===== config.mk =====
export PLATFORM = sky130hd
export DESIGN_NAME = btn_move_fsm
export DESIGN_NICKNAME = d
export VERILOG_FILES = /design/src/rtl/btn_move_fsm.sv
export SDC_FILE = /design/constraint.sdc
export NUM_CORES = 1
export LEC_CHECK = 0
export BUFFER_PORTS_ARGS = -buffer_cell sky130_fd_sc_hd__clkbuf_2
export CORE_UTILIZATION = 60
export CTS_CLUSTER_DIAMETER = 100
export DETAILED_ROUTE_END_ITERATION = 10
export GPL_ROUTABILITY_DRIVEN = 0
export PLACE_DENSITY_LB_ADDON = 0.1
export SLEW_MARGIN = 5
export SYNTH_ARGS = -nofsm -noshare
export SYNTH_HDL_FRONTEND = slang
export SYNTH_SLANG_ARGS = --single-unit

===== constraint.sdc =====
create_clock -name clk -period 3.4 [get_ports clk]
set_clock_uncertainty 0.1 [all_clocks]
set_input_delay 0.51 -clock clk [delete_from_list [all_inputs] [get_ports clk]]
set_output_delay 0.51 -clock clk [all_outputs]
set_load 0.03 [all_outputs]

===== src/rtl/btn_move_fsm.sv =====
// Debounced direction-button decoder: turns one held active-low button into
// valid/ready move events, with optional auto-repeat while the button stays down.
module btn_move_fsm #(
  parameter int N_BTN     = 4,
  parameter int DEB_CYC   = 16,
  parameter int REPEAT_EN = 0,
  parameter int REP_DLY   = 1000,
  parameter int REP_PER   = 250,
  localparam int MW       = $clog2(N_BTN + 1)
) (
  input  logic             clk,
  input  logic             rst,
  input  logic [N_BTN-1:0] btn_n,
  input  logic             move_ready,
  output logic             move_valid,
  output logic [MW-1:0]    movement
);

  localparam int CW      = (N_BTN > 1) ? $clog2(N_BTN) : 1;
  localparam int DW      = $clog2(DEB_CYC) + 1;
  localparam int REP_MAX = (REP_DLY > REP_PER) ? REP_DLY : REP_PER;
  localparam int RW      = $clog2(REP_MAX) + 1;

  localparam logic [DW-1:0] DEB_LIM = DW'(DEB_CYC);
  localparam logic [RW-1:0] DLY_LIM = RW'(REP_DLY);
  localparam logic [RW-1:0] PER_LIM = RW'(REP_PER);

  typedef enum logic [2:0] {
    IDLE,
    DEBOUNCE,
    PRESS,
    HOLD,
    RELEASE
  } state_e;

  state_e            state_q, state_d;
  logic [N_BTN-1:0]  sync1_q, sync1_d;
  logic [N_BTN-1:0]  sync2_q, sync2_d;
  logic [CW-1:0]     cand_q, cand_d;
  logic [DW-1:0]     deb_cnt_q, deb_cnt_d;
  logic [RW-1:0]     rep_cnt_q, rep_cnt_d;
  logic              first_rep_q, first_rep_d;

  logic              any_low;
  logic [CW-1:0]     low_idx;
  logic              cand_high;
  logic [DW-1:0]     deb_inc;
  logic [RW-1:0]     rep_inc;
  logic [RW-1:0]     rep_lim;

  always_comb begin
    sync1_d = btn_n;
    sync2_d = sync1_q;
  end

  always_comb begin
    any_low = 1'b0;
    low_idx = '0;
    for (int unsigned i = 0; i < N_BTN; i++) begin
      if (!sync2_q[i] && !any_low) begin
        any_low = 1'b1;
        low_idx = CW'(i);
      end
    end
  end

  // Saturating increments: counters stop at all-ones instead of wrapping.
  always_comb begin
    cand_high = sync2_q[cand_q];
    deb_inc   = (deb_cnt_q == '1) ? deb_cnt_q : deb_cnt_q + DW'(1);
    rep_inc   = (rep_cnt_q == '1) ? rep_cnt_q : rep_cnt_q + RW'(1);
    rep_lim   = first_rep_q ? DLY_LIM : PER_LIM;
  end

  always_comb begin
    state_d     = state_q;
    cand_d      = cand_q;
    deb_cnt_d   = deb_cnt_q;
    rep_cnt_d   = rep_cnt_q;
    first_rep_d = first_rep_q;
    unique case (state_q)
      IDLE: begin
        if (any_low) begin
          cand_d    = low_idx;
          deb_cnt_d = DW'(1);
          state_d   = DEBOUNCE;
        end
      end
      DEBOUNCE: begin
        if (cand_high) begin
          deb_cnt_d = '0;
          state_d   = IDLE;
        end else begin
          deb_cnt_d = deb_inc;
          if (deb_inc >= DEB_LIM) begin
            first_rep_d = 1'b1;
            state_d     = PRESS;
          end
        end
      end
      PRESS: begin
        if (move_ready) begin
          rep_cnt_d = '0;
          state_d   = HOLD;
        end
      end
      HOLD: begin
        if (cand_high) begin
          deb_cnt_d = DW'(1);
          state_d   = RELEASE;
        end else if (REPEAT_EN != 0) begin
          rep_cnt_d = rep_inc;
          if (rep_inc >= rep_lim) begin
            first_rep_d = 1'b0;
            state_d     = PRESS;
          end
        end
      end
      RELEASE: begin
        // A bounce back to low re-arms the full initial repeat delay.
        if (!cand_high) begin
          rep_cnt_d   = '0;
          first_rep_d = 1'b1;
          state_d     = HOLD;
        end else begin
          deb_cnt_d = deb_inc;
          if (deb_inc >= DEB_LIM) begin
            state_d = IDLE;
          end
        end
      end
      default: state_d = IDLE;
    endcase
  end

  always_ff @(posedge clk) begin
    if (rst) begin
      sync1_q     <= '1;
      sync2_q     <= '1;
      state_q     <= IDLE;
      cand_q      <= '0;
      deb_cnt_q   <= '0;
      rep_cnt_q   <= '0;
      first_rep_q <= 1'b1;
    end else begin
      sync1_q     <= sync1_d;
      sync2_q     <= sync2_d;
      state_q     <= state_d;
      cand_q      <= cand_d;
      deb_cnt_q   <= deb_cnt_d;
      rep_cnt_q   <= rep_cnt_d;
      first_rep_q <= first_rep_d;
    end
  end

  always_comb begin
    move_valid = (state_q == PRESS);
    movement   = '0;
    if (state_q == PRESS || state_q == HOLD || state_q == RELEASE) begin
      movement = MW'(cand_q) + MW'(1);
    end
  end

endmodule


# Word-level counts from Yosys, hierarchy flattened
# Cells that the tools add are included.
[classes] addsub=2 n_lt_le_gt_ge=2 n_eq_ne=11 mux=24 reduce_logical=15
[op_table] operator="5-bit two-way mux" count=5
[op_table] operator="3-bit two-way mux" count=8
[op_table] operator="5-bit one-hot mux with 4 select lines" count=1
[op_table] operator="3-bit one-hot mux with 5 select lines" count=1
[op_table] operator="2-bit inequality test (second input constant)" count=4
[op_table] operator="3-bit by 2-bit == test with 1-bit output (second input constant)" count=2
[op_table] operator="1-bit two-way mux" count=6
[op_table] operator="3-bit inequality test (second input constant)" count=2
[op_table] operator="5-bit by 1-bit adder with 5-bit output (second input constant)" count=1
[op_table] operator="5-bit == test (second input constant)" count=1
[op_table] operator="5-bit >= comparator (second input constant)" count=1
[op_table] operator="1-bit zero test" count=5
[op_table] operator="5-bit AND reduction" count=1
[op_table] operator="2-bit two-way mux" count=2
[op_table] operator="4-bit AND reduction" count=1
[op_table] operator="4-bit nonzero test" count=1
[op_table] operator="2-bit by 1-bit adder with 3-bit output (second input constant)" count=1
[op_table] operator="3-bit by 1-bit == test with 1-bit output (second input constant)" count=1
[op_table] operator="3-bit == test (second input constant)" count=1
[op_table] operator="1-bit logical AND" count=3
[op_table] operator="3-bit zero test" count=1
[op_table] operator="2-bit by 3-bit < comparator with 1-bit output (second input constant)" count=1
[op_table] operator="1-bit binary-select mux with 2-bit select" count=1
[op_table] operator="1-bit logical OR" count=2
[op_table] operator="2-bit AND reduction" count=1
[totals] register_bits=18 in_bits=7 out_inout_bits=4

# Logic depth before layout (Yosys ltp)
[depth] depth_word=11 ltp_mapped=7 depth_no_buf=6

# Worst setup path after synthesis
# OpenSTA, ideal clock, no wires.
[synth_path] path_kind="reg2out" start="reg state_q[1]" end="out move_valid" arrival_ns=1.252 t_required_ns=2.790 path_slack_ns=1.538 path_stages_with_launch=3 n_path_buf=0 path_cell_list="dfxtp_1 -> inv_1 -> nor3_1"
[synth_between] elab_chain_cells=1
[synth_rtl] item="start: declaration" line_no="36" source="state_e state_q, state_d;"
[synth_rtl] item="start signal: assignment" line_no="148" source="state_q <= state_d;"
[synth_rtl] item="3-bit by 2-bit == test with 1-bit output"
[synth_rtl] item="end: declaration" line_no="15" source="output logic move_valid,"
# Every way passes these cells.

# Worst setup path after layout
[layout_path] start="reg state_q[2]" end="out movement[1]"
[layout_between] elab_chain_cells=4
[layout_rtl] item="3-bit by 2-bit == test with 1-bit output, on equally long branches"
[layout_rtl] item="1-bit logical OR" line_no="159" source="if (state_q == PRESS || state_q == HOLD || state_q == RELEASE) begin"
[layout_rtl] item="1-bit logical OR (*)" line_no="159"
[layout_rtl] item="3-bit two-way mux (*)" line_no="159"
[layout_rtl] item="end: declaration" line_no="16" source="output logic [MW-1:0] movement"
# Mark *: on every way between the ends. The rest lies on a longest branch, timed or not.

==> impl_metrics.tcl <==
set metrics [dict create \
    final_max_slew_viol_count 0 \
    rsz0062_at_grt "false" \
    synth.ff_latch_count 18 \
    avgSynthCellArea_sq_um 8.86 \
    ctsHoldBuffers 0 \
    path_max_fanout 8 \
    hpwl_microns 1260 \
    multiInputGateArea_sq_um 574 \
    vias_per_cell 5.99 \
    grt-busiest-layer "met2" \
    synth.top_cell.area_share_pct 36.3 \
    dr.pass1.iters 4 \
    synth_cells 112 \
    setup_viol_count_final 0 \
    tns_ps 0 \
    grt_use_total_pct 21.4 \
    cap_violations 0 \
    p_per_area_mw_per_mm2 508 \
    tritoncts "done" \
    nets 132 \
    finalCriticalPeriod_ps 2220 \
    grt_pass1_vias 745 \
    root_buffer "clkbuf_4" \
    first_iter_violations 20 \
    syn_to_final_growth_pct 7.19 \
    drive_gt1_share_pct 26.2 \
    clock_path_buffers 2 \
    crit_type "reg -> out" \
    numClockSinks 18 \
    syn_nets 121 \
    clk_pin_slew_ps 100 \
    fillers 129 \
    ant_nets 0 \
    vias 827 \
    regArea_sq_um 360 \
    synth.distinct_cells 37 \
    gr-usage-met3_pct 3.40 \
    syn_area_sq_um 992 \
    required_ps 2790 \
    use_met2_pct 36.7 \
    max_freq_mhz 451 \
    antenna_found_initial 0 \
    die_h_microns 42.7 \
    critPathLaunchType "register" \
    dieArea_sq_mm 0.00182 \
    synthArstFlopShare_pct 0 \
    wl_microns 1750 \
    vdd_ir_drop_max_mv 0.287 \
    boundaryPins 11 \
    final_cell_area_sq_mm 0.00106 \
    cts_resized 0 \
    htreeDepth 1 \
    place_area_sq_mm 0.00103 \
    hold_viol_final 0 \
    end_kind "output pin" \
    synth_edf_count 0 \
    cts_made_buffers 3 \
    grt_first_pass_wirelength_microns 2980 \
    status "complete, no violations" \
    insertedDiodeCount 0 \
    slew_headroom_pct 65.3 \
    synth_top_flop_cell "dfxtp_1" \
    worstMarginPinSlew_ps 521 \
    initial_utilization_pct 65.1 \
    clk_latency_ps 290 \
    grt_overflow 0 \
    yosysSeqAreaShare_pct 36.3 \
    drc_errors 0 \
    worstPathArrival_ps 1610 \
    yosysWarnings 0 \
    coreArea_sq_mm 0.00152 \
    synth_area_leader_cell "dfxtp_1" \
    period_share_pct 65.2 \
    post-cts-setup-buffers 0 \
    min_path_type "in -> reg" \
    synthTopCellsByArea "dfxtp_1 36%, or2_2 5.0%, nand2_1 4.5%, mux2i_1 4.0%, a21oi_1 3.5%" \
    fp.dieW_microns 42.7 \
    p_leak_nw 0.444 \
    met1_usage_pct 25.9 \
    wl_per_cell_microns 12.7 \
    fp-row-count 14 \
    io_buffer_count 10 \
    grt_max_degree 18 \
]
## kinds of logic (layout without fill, tap and decap cells)
| group | count (synthesis) | in the layout | share of synthesized area, % |
|---|---|---|---|
| AOI/OAI and AO/OA | 26 | 26 | 21.6 |
| xor gates and xnor gates | 1 | 1 | 0.883 |
| adders and majority gates | 2 | 2 | 2.52 |
| buffers and inverters | 10 | 20 | 5.80 |
| DFF | 18 | 18 | 36.3 |
| muxes | 5 | 5 | 6.31 |
| and+or+nand+nor | 50 | 50 | 26.6 |
## cell type report
| class | instances | share of cell area (%) |
|---|---|---|
| multi-input cells | 84 | 54.0 |
| clock buffers | 4 | 3.41 |
| repair buffers | 10 | 4.71 |
| inverters | 6 | 2.12 |
| flip-flops and latches | 18 | 33.9 |
| well taps | 16 | 1.88 |
## metrics by stage
stage	util [%]	setup WS [ps]	std cells	hold slack (ps)	power, mW
after floorplan	-	1540	112	289	0.402
after global placement	67.4	1480	134	292	0.409
after detailed placement	67.4	1410	134	294	0.415
after CTS	69.8	1170	138	292	0.546
after global routing	69.8	1050	138	296	0.572
final	69.8	1180	138	297	0.540
## routing by layer
metal | vias up | wire length, microns | part of all wire, %
li1 | 417 | - | -
met1 | 384 | 795 | 46
met2 | 20 | 839 | 48
met3 | 6 | 75 | 4.3
met4 | 0 | 36 | 2.1
met5 | - | 0 | 0
## path summary, 6_finish.rpt
kind | to | slack, ps | from | cells past startpoint
min | sync1_q[3] | 300 | btn_n[3] | 2
max reg2reg | deb_cnt_q[1] | 1400 | state_q[0] | 5
max | movement[1] | 1180 | state_q[2] | 4
min reg2reg | sync2_q[0] | 310 | sync1_q[0] | 1
## Yosys cell counts (2+ instances only)
| cell type | number |
|---|---|
| nor2_1 | 7 |
| o21ai_0 | 4 |
| nand4_1 | 2 |
| ha_1 | 2 |
| nor2b_1 | 4 |
| mux2i_1 | 4 |
| a211oi_1 | 4 |
| buf_6 | 2 |
| inv_1 | 6 |
| a21oi_1 | 7 |
| or2_2 | 8 |
| and3_1 | 2 |
| nand3_1 | 5 |
| nor3_1 | 4 |
| nand2_1 | 12 |
| dfxtp_1 | 18 |
## cells in the final DEF (no fill, tap or decap), types with 5 or more instances in the layout
master / synthesis / final
a21oi_1: 7 / 7
nand3_1: 5 / 5
inv_1: 6 / 6
nand2_1: 12 / 12
clkbuf_2: 0 / 10
nor2_1: 7 / 7
dfxtp_1: 18 / 18
or2_2: 8 / 8
## worst max-delay path, cell delays in order (launching register included)
cell and delay, ps:
dfxtp_1 520, nor3b_2 350, a21oi_1 120, nor2b_1 120, clkbuf_2 210
## registers in the layout, indices dropped and copies added, names as in the netlist
register,cells
sync1_q,4
cand_q,2
deb_cnt_q,5
state_q,3
sync2_q,4
## power breakdown
part	leakage [nW]	total, mW	internal [mW]	switching [mW]
Sequential	0.148	0.258	0.228	0.0296
Clock	0.0210	0.129	0.0652	0.0641
Combinational	0.275	0.153	0.0745	0.0787
Total	0.444	0.540	0.368	0.172
Power figures use the tool's default switching activity.
